==> src/rtl/accum_pkg.sv <==
// Shared definitions for the accumulator SRAM read/write controllers.
package accum_pkg;

  // Read-controller FSM states.
  typedef enum logic [1:0] {
    StIdle  = 2'd0,
    StIssue = 2'd1,
    StDrain = 2'd2
  } accum_rd_state_e;

  // Row-address width for a bank of the given depth.
  function automatic int unsigned accum_addr_w(input int unsigned rows);
    return (rows > 1) ? $clog2(rows) : 1;
  endfunction

  // Row-count width: one extra bit so a full-bank length (== rows) is representable.
  function automatic int unsigned accum_len_w(input int unsigned rows);
    return accum_addr_w(rows) + 1;
  endfunction

endpackage

==> src/rtl/accum_skew_line.sv <==
// Generic shift register with every stage exposed; tap k is the input delayed k+1 cycles.
module accum_skew_line #(
  parameter int unsigned DEPTH = 1,
  parameter int unsigned WIDTH = 1
) (
  input  logic                        i_clk,
  input  logic                        i_rstn,
  input  logic [WIDTH-1:0]            i_d,
  output logic [DEPTH-1:0][WIDTH-1:0] o_taps
);

  logic [DEPTH-1:0][WIDTH-1:0] r_stage;

  // Shift one stage per cycle; synchronous clear flushes every stage.
  always_ff @(posedge i_clk) begin
    if (!i_rstn) begin
      r_stage <= '0;
    end else begin
      r_stage[0] <= i_d;
      for (int k = 1; k < DEPTH; k++) begin
        r_stage[k] <= r_stage[k-1];
      end
    end
  end

  assign o_taps = r_stage;

endmodule

==> src/rtl/accum_rd_ctrl.sv <==
// Accumulator SRAM read-side controller: drains len rows from a base address,
// skewing enable/address by one cycle per systolic column and tracking read latency.
// Requires SYS_COL >= 2 and RD_LAT >= 1.
module accum_rd_ctrl
  import accum_pkg::*;
#(
  parameter int unsigned  SYS_COL    = 16,
  parameter int unsigned  ACCUM_ROW  = 256,
  parameter int unsigned  RD_LAT     = 1,
  localparam int unsigned ADDR_WIDTH = accum_addr_w(ACCUM_ROW)
) (
  input  logic                               clk,
  input  logic                               rstn,
  input  logic                               req_valid,
  output logic                               req_ready,
  input  logic [ADDR_WIDTH-1:0]              req_addr,
  input  logic [ADDR_WIDTH:0]                req_len,
  output logic [SYS_COL-1:0]                 rd_en_out,
  output logic [SYS_COL-1:0][ADDR_WIDTH-1:0] rd_addr_out,
  output logic [SYS_COL-1:0]                 rd_data_valid,
  output logic                               busy,
  output logic                               done
);

  localparam int unsigned LEN_W = ADDR_WIDTH + 1;
  localparam int unsigned CNT_W = $clog2(SYS_COL + RD_LAT);
  // DRAIN edges to wait before raising done so it lands with the last column's valid.
  localparam logic [CNT_W-1:0]      DRAIN_LOAD = CNT_W'(SYS_COL + RD_LAT - 3);
  localparam logic [ADDR_WIDTH-1:0] ADDR_LAST  = ADDR_WIDTH'(ACCUM_ROW - 1);
  localparam logic [LEN_W-1:0]      LEN_ONE    = LEN_W'(1);

  accum_rd_state_e             r_state;
  logic                        r_en0;
  logic [ADDR_WIDTH-1:0]       r_addr0;
  logic [LEN_W-1:0]            r_rows_left;
  logic [CNT_W-1:0]            r_drain_cnt;
  logic                        r_done;

  logic                        w_accept;
  logic [ADDR_WIDTH-1:0]       w_addr_next;
  logic [SYS_COL-2:0][ADDR_WIDTH:0] w_skew_taps;
  logic [RD_LAT-1:0][SYS_COL-1:0]   w_lat_taps;

  assign req_ready   = (r_state == StIdle);
  assign busy        = (r_state != StIdle);
  assign done        = r_done;
  assign w_accept    = req_valid && req_ready;
  // Row address wraps modulo the bank depth, which need not be a power of two.
  assign w_addr_next = (r_addr0 == ADDR_LAST) ? '0 : r_addr0 + ADDR_WIDTH'(1);

  // FSM, row counter and column-0 address counter.
  always_ff @(posedge clk) begin
    if (!rstn) begin
      r_state     <= StIdle;
      r_en0       <= 1'b0;
      r_addr0     <= '0;
      r_rows_left <= '0;
      r_drain_cnt <= '0;
      r_done      <= 1'b0;
    end else begin
      r_done <= 1'b0;
      unique case (r_state)
        StIdle: begin
          if (w_accept) begin
            r_addr0     <= req_addr;
            r_rows_left <= req_len;
            r_drain_cnt <= DRAIN_LOAD;
            if (req_len == '0) begin
              // Nothing to read: complete on the very next cycle.
              r_state <= StDrain;
              r_done  <= 1'b1;
            end else begin
              r_state <= StIssue;
              r_en0   <= 1'b1;
            end
          end
        end
        StIssue: begin
          if (r_rows_left == LEN_ONE) begin
            r_en0   <= 1'b0;
            r_state <= StDrain;
          end else begin
            r_rows_left <= r_rows_left - LEN_ONE;
            r_addr0     <= w_addr_next;
          end
        end
        StDrain: begin
          if (r_done) begin
            r_state <= StIdle;
          end else if (r_drain_cnt == '0) begin
            r_done <= 1'b1;
          end else begin
            r_drain_cnt <= r_drain_cnt - CNT_W'(1);
          end
        end
        default: r_state <= StIdle;
      endcase
    end
  end

  // Column skew: column j sees column 0's enable/address j cycles later.
  accum_skew_line #(
    .DEPTH(SYS_COL - 1),
    .WIDTH(ADDR_WIDTH + 1)
  ) u_col_skew (
    .i_clk (clk),
    .i_rstn(rstn),
    .i_d   ({r_en0, r_addr0}),
    .o_taps(w_skew_taps)
  );

  assign rd_en_out[0]   = r_en0;
  assign rd_addr_out[0] = r_addr0;

  for (genvar j = 1; j < SYS_COL; j++) begin : g_col
    assign rd_en_out[j]   = w_skew_taps[j-1][ADDR_WIDTH];
    assign rd_addr_out[j] = w_skew_taps[j-1][ADDR_WIDTH-1:0];
  end

  // SRAM latency: data valid is each column's enable delayed RD_LAT cycles.
  accum_skew_line #(
    .DEPTH(RD_LAT),
    .WIDTH(SYS_COL)
  ) u_lat (
    .i_clk (clk),
    .i_rstn(rstn),
    .i_d   (rd_en_out),
    .o_taps(w_lat_taps)
  );

  assign rd_data_valid = w_lat_taps[RD_LAT-1];

endmodule

==> config.mk <==
export PLATFORM = sky130hd
export DESIGN_NAME = accum_rd_ctrl
export DESIGN_NICKNAME = d
export VERILOG_FILES = /design/src/rtl/accum_pkg.sv /design/src/rtl/accum_skew_line.sv /design/src/rtl/accum_rd_ctrl.sv
export SDC_FILE = /design/constraint.sdc
export NUM_CORES = 1
export LEC_CHECK = 0
export BUFFER_PORTS_ARGS = -buffer_cell sky130_fd_sc_hd__buf_2
export CAP_MARGIN = 20
export CORE_MARGIN = 5
export CORE_UTILIZATION = 42
export DETAILED_ROUTE_END_ITERATION = 7
export PLACE_DENSITY = 0.72
export SLEW_MARGIN = 25
export SYNTH_ARGS = -nofsm -noshare
export SYNTH_HDL_FRONTEND = slang
export SYNTH_SLANG_ARGS = --single-unit
==> constraint.sdc <==
create_clock -name clk -period 1.7 [get_ports clk]
set_input_delay 0.255 -clock clk [delete_from_list [all_inputs] [get_ports clk]]
set_output_delay 0.255 -clock clk [all_outputs]
set_load 0.02 [all_outputs]
==> metrics.sh <==
STATUS='finished with violations'
FAILING_CHECKS='negative setup slack'
ASYNCSETRESETFLOPFRACSYNTH_PCT=0
SYNTH_TOP_CELLS_BY_AREA='dfxtp_1 62%, and2_1 16%, buf_4 2.3%, a21oi_1 1.8%, clkbuf_1 1.5%'
EDFF_COUNT_SYNTH=0
CRIT_FANOUT=5
DRT_DRC_VIOLATIONS_LEFT=0
FINAL_CELL_COUNT_WITHOUT_FILLERS=870
MAX_SLEW_MARGIN_PCT=71.80
SYN_AREA_PER_CELL_UM2=10.65
WORST_SETUP_PATH_END_KIND='register'
DRT_FIRST_ITER_VIOLATIONS=194
TIMING.CRITICAL_PATH.REQUIRED_NS=2.05
FINAL_NETS=713
PLACEMENTROWS=40
AVERAGE_WIRE_PER_CELL_IN_THE_ROUTED_DESIGN_UM=14.35
VIAS_IN_THE_FIRST_GLOBAL_ROUTE=3982
CTS_TREE='done'
POSTLAYOUTCELLAREA_UM2=7112
IR_WORST_VDD_mV=0.5720
CRITPATHLAUNCHTYPE='register'
N_ANTENNA_CELL=0
YS.WARNINGS.COUNT=0
PERIOD_SHARE_PCT=113.1
CTS.PATH.MAX_BUFFERS=2
HOLDCRITPATHCLASS='in -> reg'
LAYOUT_MIN_CYCLE_TIME_NS=1.923
TRITONCTS.NUM_BUFFERS=17
PLACE.GP.CONGESTION=0.8355
SYNTH_LARGEST_AREA_CELL='dfxtp_1'
CLOCK-SKEW-FINAL_NS=0.007220
DIE_W_UM=121.6
REPORT.FINAL.HOLD_VIOL_COUNT=0
SEQ_AREA_FRAC_SYNTH_PCT=61.99
AREA.GROWTH.SYNTH_TO_FINAL_PCT=35.95
SETUP-TNS-FINAL_NS=-2.711
LEADING_CELL_TYPES_IN_THE_LAYOUT_FILL_AND_TAPS_EXCLUDED='181 x buf_2, 157 x dfxtp_1, 136 x and2_1'
DIE_AREA_UM2=14790
CLOCK_SINKS=162
TIMING.FINAL.MAX_SLEW_VIOLATIONS=0
LAYOUT-DRIVE-GT1-SHARE_PCT=39.74
SYNTH_CELL_TYPE_COUNT=51
PORT-BUFFER-COUNT=182
NUMBER_OF_ANTENNA_VIOLATIONS_AT_THE_FIRST_CHECK_IN_GLOBAL_ROUTING=0
FLOORPLAN.INITIALDENSITY_PCT=43.19
CLOCK_INSERTION_DELAY_WORST_SKEW_NS=0.41
PRE_CTS_WS_NS=-0.2626
YS_FF_LATCH=162
BOUNDARYPINS=183
NUMBER_OF_OPTIMIZATION_ITERATIONS_IN_THE_FIRST_DETAILED_ROUTE_PASS=4
CLK_PIN_SLEW_NS=0.06
VIAS=4074
LARGEST_NET_DEGREE_AT_THE_START_OF_GLOBAL_ROUTING=144
AVGVIACOUNTPERCELL=4.683
GRT_OVERFLOW=0
H-TREE-DEPTH=4
SYNTH.TOP_CELL.AREA_SHARE_PCT=61.99
CRIT_ARRIVAL_NS=2.27
GLOBAL_ROUTE_WIRE_LENGTH_BEFORE_REPAIR_UM=19780
CTS_ROOT_BUF='clkbuf_16'
GRT_USAGE_PCT=17.06
POWER_DENSITY_nW_PER_UM2=1170
LAYOUT_COMMONEST_CELL='buf_2'
RSZ_0062_RAISED_AFTER_GLOBAL_ROUTING='yes'
AREA_OF_THE_CORE_UM2=12110
TIMING_WORST_SETUP_PATH_TYPE='reg -> reg'
NETLIST_INSTANCES=491
SETUP_WS_NS=-0.2232
SYN-CELL-AREA_UM2=5231
CAP_VIOLATIONS=0
ANT_NETS=0
P_LEAK_nW=3.489
SYNTHESIS.NETS=515
DPL.HPWL_UM=9034
CLOCK.FMAX_GHz=0.5200
TIGHTESTPINTRANSITION_NS=0.4204
TOTALWIRELENGTH_UM=12490
CHIPHEIGHT_UM=121.6
HOLD-WORST-SLACK_NS=0.1278
PLACED_CELLS=833
POST_DP_CELL_AREA_UM2=6424
SETUP_VIOL_COUNT_FINAL=18
YS.FLOP_TYPE='dfxtp_1'
kinds of logic (layout without fill, tap and decap cells):
family	after synthesis	after routing	synth area share, %
fa+ha+maj	4	4	0.9567
simple gates	215	216	24.18
compound gates	60	60	7.535
flops	162	162	61.99
xor+xnor	3	3	0.5024
mux	1	1	0.2152
buf+inv	46	256	4.616
worst max-delay path: stages (launching register included):
cell and delay, ns:
dfxtp_2 0.32, or4_4 0.56, buf_6 0.14, o31a_4 0.39, buf_12 0.15, a31oi_4 0.11
o221a_1 0.19
layout make-up:
| type | instances | area (um2) |
|---|---|---|
| Sequential cell | 162 | 3249 |
| Fill cell | 1074 | 5000 |
| Timing Repair Buffer | 218 | 1220 |
| Clock inverter | 13 | 112.6 |
| Tap cell | 168 | 210.2 |
| Multi-Input combinational cell | 284 | 1864 |
| Clock buffer | 19 | 432.9 |
| Inverter | 6 | 22.52 |
state kept, by name (all words and copies together), names as in the netlist:
signal             flops
done                   1
r_addr0                8
r_drain_cnt            5
r_en0                  1
r_rows_left            9
r_state                2
u_col_skew.o_taps    120
u_lat.o_taps          16
routing by layer:
metal | vias up | wire length [um] | GRT usage, %
li1 | 1996 | - | -
met1 | 1899 | 5355 | 21.24
met2 | 160 | 5922 | 27.22
met3 | 19 | 970 | 5.246
met4 | 0 | 240 | 7.703
met5 | - | 0 | 0
repair_timing:
action	in CTS	in global routing
pin swaps	7	13
hold endpoints to repair	0	0
hold buffers	0	0
setup endpoints to repair	18	23
cloned	1	0
gates resized for setup	7	17
buffers inserted	1	3
stage by stage:
step / total power [mW] / util (%)
floorplan: 4.535 / -
global placement: 4.825 / 53.04
detailed placement: 4.845 / 53.04
CTS: 8.368 / 57.99
global route: 8.678 / 58.72
finish: 8.321 / 58.72
where the power goes:
group          switching, mW  internal, mW  total (mW)  leakage, nW
sequential            0.0784          3.90        3.97         1.31
clock                   1.45          2.01        3.46        0.251
combinational          0.493         0.396       0.889         1.92
final timing paths:
path / end / slack (ns) / start / cells past startpoint
worst max-delay path: r_addr0[4]$_SDFFE_PN0P_ / -0.22 / r_rows_left[3]$_SDFFE_PN0P_ / 6
worst min-delay path: r_rows_left[0]$_SDFFE_PN0P_ / 0.13 / req_len[0] / 3
worst max register to register: r_addr0[4]$_SDFFE_PN0P_ / -0.22 / r_rows_left[3]$_SDFFE_PN0P_ / 6
worst min register to register: u_col_skew.o_taps[88]$_SDFF_PN0_ / 0.45 / u_col_skew.o_taps[79]$_SDFF_PN0_ / 1
cell usage after synthesis (all sizes together) (3+ instances only):
cell type    n
dfxtp      162
a21oi       19
nand2       21
clkbuf      21
nor2        21
nor3         9
inv          5
ha           4
buf         19
o21ai       12
nor4         5
a22oi        4
and2       136
nor3b        3
o211ai       3
a31oi        3
nand3        8
Power figures use the tool's default switching activity.
